### src/rtl/vdp_timing_gen.sv
// ---------------------------------------------------------------------------
// vdp_timing_gen
//   Video timing generator for the VDP: dot/line counters, dot phases,
//   H/V sync, blanking windows and the interlace field flag for NTSC/PAL.
//   Mode and adjust inputs are shadowed at each frame boundary so that
//   register-file writes never disturb a frame in progress.
//
// Ports
//   clk             in   system clock
//   reset_n         in   synchronous reset, active low
//   enable          in   clock qualifier; state advances only when 1
//   pal_mode        in   1 = PAL line count (shadowed)
//   interlace_mode  in   1 = interlaced (shadowed)
//   adj_h           in   signed horizontal adjust, 4-clock units (shadowed)
//   adj_v           in   signed vertical adjust, lines (shadowed)
//   h_cnt           out  clock position in line
//   v_cnt           out  line in field
//   dot_state       out  Gray-coded phase of h_cnt[1:0]
//   eight_dot_state out  h_cnt[4:2]
//   field           out  0 = even field, 1 = odd field
//   hsync           out  active-high horizontal sync
//   vsync_n         out  active-low vertical sync
//   h_blank         out  1 outside horizontal active window
//   v_blank         out  1 outside vertical active window
//   frame_start     out  one enabled-cycle pulse at (0,0)
// ---------------------------------------------------------------------------
module vdp_timing_gen #(
    parameter int H_TOTAL        = 1368,
    parameter int H_SYNC_W       = 100,
    parameter int H_ACTIVE_START = 256,
    parameter int H_ACTIVE_W     = 1024,
    parameter int NTSC_LINES     = 262,
    parameter int PAL_LINES      = 313,
    parameter int V_SYNC_LINES   = 3,
    parameter int V_ACTIVE_START = 27,
    parameter int V_ACTIVE_LINES = 212,
    localparam int HW            = $clog2(H_TOTAL),
    localparam int VW            = $clog2(PAL_LINES + 2)
) (
    input  logic          clk,
    input  logic          reset_n,
    input  logic          enable,
    input  logic          pal_mode,
    input  logic          interlace_mode,
    input  logic [3:0]    adj_h,
    input  logic [3:0]    adj_v,
    output logic [HW-1:0] h_cnt,
    output logic [VW-1:0] v_cnt,
    output logic [1:0]    dot_state,
    output logic [2:0]    eight_dot_state,
    output logic          field,
    output logic          hsync,
    output logic          vsync_n,
    output logic          h_blank,
    output logic          v_blank,
    output logic          frame_start
);

    // Two spare bits keep window start/end sums free of overflow for any
    // legal parameter set, including a negative adjust.
    localparam int SHW = HW + 2;
    localparam int SVW = VW + 2;

    localparam logic [HW-1:0] H_LAST = HW'(H_TOTAL - 1);
    localparam logic [HW-1:0] H_HALF = HW'(H_TOTAL / 2);

    logic       r_pal_s;
    logic       r_int_s;
    logic [3:0] r_adjh_s;
    logic [3:0] r_adjv_s;
    logic       r_first;

    logic [VW-1:0] w_lines;
    logic          w_h_wrap;
    logic          w_frame_end;
    logic [HW-1:0] w_h_nxt;
    logic [VW-1:0] w_v_nxt;
    logic          w_pal_nxt;
    logic          w_int_nxt;
    logic [3:0]    w_adjh_nxt;
    logic [3:0]    w_adjv_nxt;
    logic          w_field_nxt;

    logic signed [SHW-1:0] w_adjh_sx;
    logic signed [SVW-1:0] w_adjv_sx;
    logic signed [SHW-1:0] w_hs;
    logic signed [SHW-1:0] w_hpos;
    logic signed [SVW-1:0] w_vs;
    logic signed [SVW-1:0] w_vpos;
    logic                  w_h_act;
    logic                  w_v_act;
    logic                  w_h_ge_half;
    logic                  w_vs_low;

    // Lines in the frame currently being scanned; the odd interlaced field
    // carries one extra line.
    assign w_lines     = (r_pal_s ? VW'(PAL_LINES) : VW'(NTSC_LINES))
                       + VW'(r_int_s & field);
    assign w_h_wrap    = (h_cnt == H_LAST);
    assign w_frame_end = w_h_wrap && (v_cnt >= w_lines - VW'(1));

    assign w_h_nxt = w_h_wrap ? '0 : h_cnt + HW'(1);
    assign w_v_nxt = w_frame_end ? '0 : (w_h_wrap ? v_cnt + VW'(1) : v_cnt);

    assign w_pal_nxt  = w_frame_end ? pal_mode       : r_pal_s;
    assign w_int_nxt  = w_frame_end ? interlace_mode : r_int_s;
    assign w_adjh_nxt = w_frame_end ? adj_h          : r_adjh_s;
    assign w_adjv_nxt = w_frame_end ? adj_v          : r_adjv_s;

    // The first boundary after reset always starts an even field.
    assign w_field_nxt = w_frame_end ? (!r_first && interlace_mode && !field) : field;

    // Window decode works on the next-state values so the registered
    // outputs line up with the registered counters.
    assign w_adjh_sx = {{(SHW-4){w_adjh_nxt[3]}}, w_adjh_nxt};
    assign w_adjv_sx = {{(SVW-4){w_adjv_nxt[3]}}, w_adjv_nxt};
    assign w_hs      = SHW'(H_ACTIVE_START) + (w_adjh_sx <<< 2);
    assign w_vs      = SVW'(V_ACTIVE_START) + w_adjv_sx;
    assign w_hpos    = $signed({2'b00, w_h_nxt});
    assign w_vpos    = $signed({2'b00, w_v_nxt});
    assign w_h_act   = (w_hpos >= w_hs) && (w_hpos < w_hs + SHW'(H_ACTIVE_W));
    assign w_v_act   = (w_vpos >= w_vs) && (w_vpos < w_vs + SVW'(V_ACTIVE_LINES));

    // Odd interlaced field: vsync spans half a line later, from mid-line 0
    // to mid-line V_SYNC_LINES.
    assign w_h_ge_half = (w_h_nxt >= H_HALF);
    always_comb begin
        w_vs_low = 1'b0;
        if (w_int_nxt && w_field_nxt) begin
            if (w_v_nxt == '0)
                w_vs_low = w_h_ge_half;
            else if (w_v_nxt < VW'(V_SYNC_LINES))
                w_vs_low = 1'b1;
            else if (w_v_nxt == VW'(V_SYNC_LINES))
                w_vs_low = !w_h_ge_half;
        end else begin
            w_vs_low = (w_v_nxt < VW'(V_SYNC_LINES));
        end
    end

    always_ff @(posedge clk) begin
        if (!reset_n) begin
            h_cnt           <= H_LAST;
            v_cnt           <= VW'(NTSC_LINES - 1);
            dot_state       <= {H_LAST[1], H_LAST[1] ^ H_LAST[0]};
            eight_dot_state <= H_LAST[4:2];
            field           <= 1'b0;
            hsync           <= 1'b0;
            vsync_n         <= 1'b1;
            h_blank         <= 1'b1;
            v_blank         <= 1'b1;
            frame_start     <= 1'b0;
            r_pal_s         <= 1'b0;
            r_int_s         <= 1'b0;
            r_adjh_s        <= 4'd0;
            r_adjv_s        <= 4'd0;
            r_first         <= 1'b1;
        end else if (enable) begin
            h_cnt           <= w_h_nxt;
            v_cnt           <= w_v_nxt;
            dot_state       <= {w_h_nxt[1], w_h_nxt[1] ^ w_h_nxt[0]};
            eight_dot_state <= w_h_nxt[4:2];
            field           <= w_field_nxt;
            hsync           <= (w_h_nxt < HW'(H_SYNC_W));
            vsync_n         <= !w_vs_low;
            h_blank         <= !w_h_act;
            v_blank         <= !w_v_act;
            frame_start     <= w_frame_end;
            r_pal_s         <= w_pal_nxt;
            r_int_s         <= w_int_nxt;
            r_adjh_s        <= w_adjh_nxt;
            r_adjv_s        <= w_adjv_nxt;
            if (w_frame_end)
                r_first <= 1'b0;
        end else begin
            // A held clock must not stretch the frame_start pulse.
            frame_start <= 1'b0;
        end
    end

endmodule

### config.mk
export PLATFORM = sky130hd
export DESIGN_NAME = vdp_timing_gen
export DESIGN_NICKNAME = d
export VERILOG_FILES = /design/src/rtl/vdp_timing_gen.sv
export SDC_FILE = /design/constraint.sdc
export NUM_CORES = 1
export LEC_CHECK = 0
export CAP_MARGIN = 20
export CORE_UTILIZATION = 60
export DETAILED_ROUTE_END_ITERATION = 7
export PLACE_DENSITY = 0.88
export SKIP_LAST_GASP = 1
export SYNTH_ARGS = -nofsm -noshare
export SYNTH_HDL_FRONTEND = slang
export SYNTH_SLANG_ARGS = --single-unit
### constraint.sdc
create_clock -name clk -period 10.8 [get_ports clk]
set_input_delay 1.62 -clock clk [delete_from_list [all_inputs] [get_ports clk]]
set_output_delay 1.62 -clock clk [all_outputs]
set_load 0.005 [all_outputs]
==> results.sh <==
export IMPL_status="completed"
export IMPL_area_delta_synth_final_pct=14.0
export IMPL_synth_area_um2=3190
export IMPL_hp_class="flop to flop"
export IMPL_min_period_ns=4.79
export IMPL_slew_violations=0
export IMPL_peakVddDrop_mv=0.106
export IMPL_hold_start="r_first"
export IMPL_crit_chain="ha_1 -> and4b_1 -> and3_1 -> and2_2 -> mux2i_1 -> ha_1 -> xor2_1 -> ha_1 -> nand2b_1 -> o21a_1 -> ha_1 -> a211o_1 -> o32a_1"
export IMPL_route_detailed_drc=0
export IMPL_synth_async_reset_ratio=0
export IMPL_max_cap_violations=0
export IMPL_yosysSeqAreaShare=0.238
export IMPL_via_per_inst=6.08
export IMPL_wl_per_cell_um=15.1
export IMPL_critPathLaunchType="flop"
export IMPL_grt_max_degree=52
export IMPL_worst_path_most_repeated_cell="ha_1"
export IMPL_place_hpwl_um=5580
export IMPL_avgSynthCellArea_um2=7.79
export IMPL_rows=26
export IMPL_vias=3044
export IMPL_gp_congestion=0.913
export IMPL_core_area_um2=5110
export IMPL_crit_required_ns=10.99
export IMPL_ant_nets=0
export IMPL_design_die_area_um2=5620
export IMPL_n_antenna_cell=0
export IMPL_setup_violations_final=0
export IMPL_post_cts_resized_instances=0
export IMPL_cts_buffers=5
export IMPL_gr_total_overflow=0
export IMPL_die_w_um=75.0
export IMPL_path_max_fanout=27
export IMPL_clk_latency_ns=0.30
export IMPL_grt_pass1_vias=2628
export IMPL_syn_inst=410
export IMPL_grtUsageTotal=0.288
export IMPL_slew_headroom=0.451
export IMPL_yosysWarnings=0
export IMPL_synth_edff_count=0
export IMPL_post_cts_buffers=0
export IMPL_h_tree_depth=2
export IMPL_critical_path_top_delay_family="simple AND/OR/NAND/NOR gates"
export IMPL_hold_viol=0
export IMPL_synthTopCellsByArea="dfxtp_1, ha_1, nand2_1, o21ai_0, mux2i_1"
export IMPL_skew_ns=0.00628
export IMPL_setup_tns_ns=0
export IMPL_io_buffers=43
export IMPL_grt_pass1_wl_um=12300
export IMPL_cts_tree="built"
export IMPL_synth_top_area_cell="dfxtp_1"
export IMPL_synthDominantCellAreaShare=0.238
export IMPL_total_power_mw=0.514
export IMPL_drt_iter0_drc=159
export IMPL_drt_first_pass_iters=6
export IMPL_fmax_ghz=0.209
export IMPL_fin_nets=477
export IMPL_cp_end_kind="flop"
export IMPL_synth_seq_cells=38
export IMPL_synth_ff_type="dfxtp_1"
export IMPL_ys_types=64
export IMPL_wirelength_um=7560
export IMPL_cpPeakStageDelay_ns=0.64
export IMPL_antenna_found_initial=0
export IMPL_fin_crit_sh=0.443
export IMPL_powerDensity_nw_per_um2=141
export IMPL_power_leakage_nw=1.42
export IMPL_slowest_stage="and2_2"
export IMPL_arrival_ns=4.98
export IMPL_die_h_um=75.0
export IMPL_r2r_start="h_cnt[0]"
export IMPL_worstSetupPathType="flop to flop"
export IMPL_synth_nets=457
export IMPL_ctsLongestPathBuffers=2
export IMPL_hold_buffers=0
export IMPL_clock_sinks=38
export IMPL_cp_buffers_inverters=0
export IMPL_drive_above_1_share=0.0557
export IMPL_rsz0062_at_grt="no"
export IMPL_worst_slew_pin_slew_ns=0.823
export IMPL_cp_startpoint="h_cnt[0]"
export IMPL_ios=44
export IMPL_initial_core_util=0.625
export IMPL_path_clk_slew_ns=0.08
export IMPL_cts_root_buffer="clkbuf_8"
## cells in the final DEF, fill, tap and decap left out, types with 2 or more instances in the layout
cell type	n
nor2_1	26
o21a_1	11
a21o_1	3
and2_1	2
xnor2_1	8
a211oi_1	2
nand3_1	26
nor4_1	2
a31oi_1	2
or2_2	2
a21oi_1	24
nor2b_1	3
nand4_1	4
clkinvlp_4	2
a311oi_1	2
or2b_1	2
and4b_1	2
nand3b_1	3
ha_1	34
xor2_1	6
o21ai_1	3
inv_1	18
o31ai_1	4
nand2_1	47
o211ai_1	2
nand2b_1	12
clkdlybuf4s50_1	43
mux2i_1	15
clkbuf_8	5
dfxtp_1	38
and3_1	5
o21ai_0	31
nor3b_1	2
or3_1	4
nor3_1	7
## worst reg2reg max path: cells and delay by family, from the launching register on
kind                     cells  cell delay, ns
flip-flops                   1            0.49
AND/OR/NAND/NOR              4            1.61
XOR/XNOR                     1            0.25
multiplexers                 1            0.33
AO/OA/AOI/OAI                3            0.80
adder cells (fa/ha/maj)      4            1.19
## metrics by stage
| stage | area [um2] | utilization | hold slack, ns | worst slack (ns) | instances |
|---|---|---|---|---|---|
| floorplan | 3190 | - | 0.423 | 6.42 | 410 |
| global placement | 3530 | 0.691 | 0.437 | 6.29 | 493 |
| detailed placement | 3530 | 0.691 | 0.441 | 6.07 | 493 |
| CTS | 3640 | 0.713 | 0.455 | 6.05 | 501 |
| global route | 3640 | 0.713 | 0.484 | 5.68 | 501 |
| finish | 3640 | 0.713 | 0.458 | 6.01 | 501 |
## area by class of cell
class                   count  area [um2]
clock inverters             3        45.0
multi-input cells         323        2170
flip-flops and latches     38         761
inverters                  18        67.6
repair buffers             44         438
fillers                   417        1470
well taps                  70        87.6
clock buffers               5        68.8
## where the power goes
part / switching [mW] / leakage [nW] / internal, mW / total [mW]
clock: 0.0555 / 0.0504 / 0.0687 / 0.124
sequential: 0.0189 / 0.310 / 0.151 / 0.170
combinational: 0.120 / 1.06 / 0.0998 / 0.220
## worst paths after layout
kind | slack [ns] | endpoint | cells after the start
setup / recovery | 6.01 | v_blank | 13
setup reg to reg | 6.01 | v_blank | 13
hold reg to reg | 0.46 | r_first | 2
hold / removal | 0.46 | r_first | 2
## synth_stat cells, types with 5 or more instances
cell type / count
nand2_1: 47
buf_4: 9
mux2i_1: 15
ha_1: 34
xnor2_1: 8
and3_1: 5
o21a_1: 11
nor3_1: 7
nor2_1: 26
nand2b_1: 12
inv_1: 18
o21ai_0: 31
buf_6: 5
dfxtp_1: 38
nand3_1: 26
xor2_1: 6
a21oi_1: 24
clkbuf_1: 11
## kinds of logic after synthesis
| family | after synthesis | synth area share |
|---|---|---|
| AO/OA/AOI/OAI | 100 | 0.201 |
| multiplexers | 16 | 0.0505 |
| adder cells (fa/ha/maj) | 34 | 0.133 |
| buffers and inverters | 49 | 0.0815 |
| flip-flops | 38 | 0.238 |
| XOR/XNOR | 14 | 0.0384 |
| AND/OR/NAND/NOR | 158 | 0.256 |
| other | 1 | 0.00117 |
## state kept, by name (all words and copies together), names as in the netlist, 4 cells and up
signal,flops
v_cnt,9
r_adjv_s,4
h_cnt,11
r_adjh_s,4
## per-layer routing
layer	global-route usage	up-vias	part of all wire
met5	0	-	0
met2	0.462	115	0.48
met4	0.182	0	0.043
met1	0.365	1413	0.43
met3	0.0388	25	0.051
li1	-	1491	-
(Power assumes the default switching activity.)
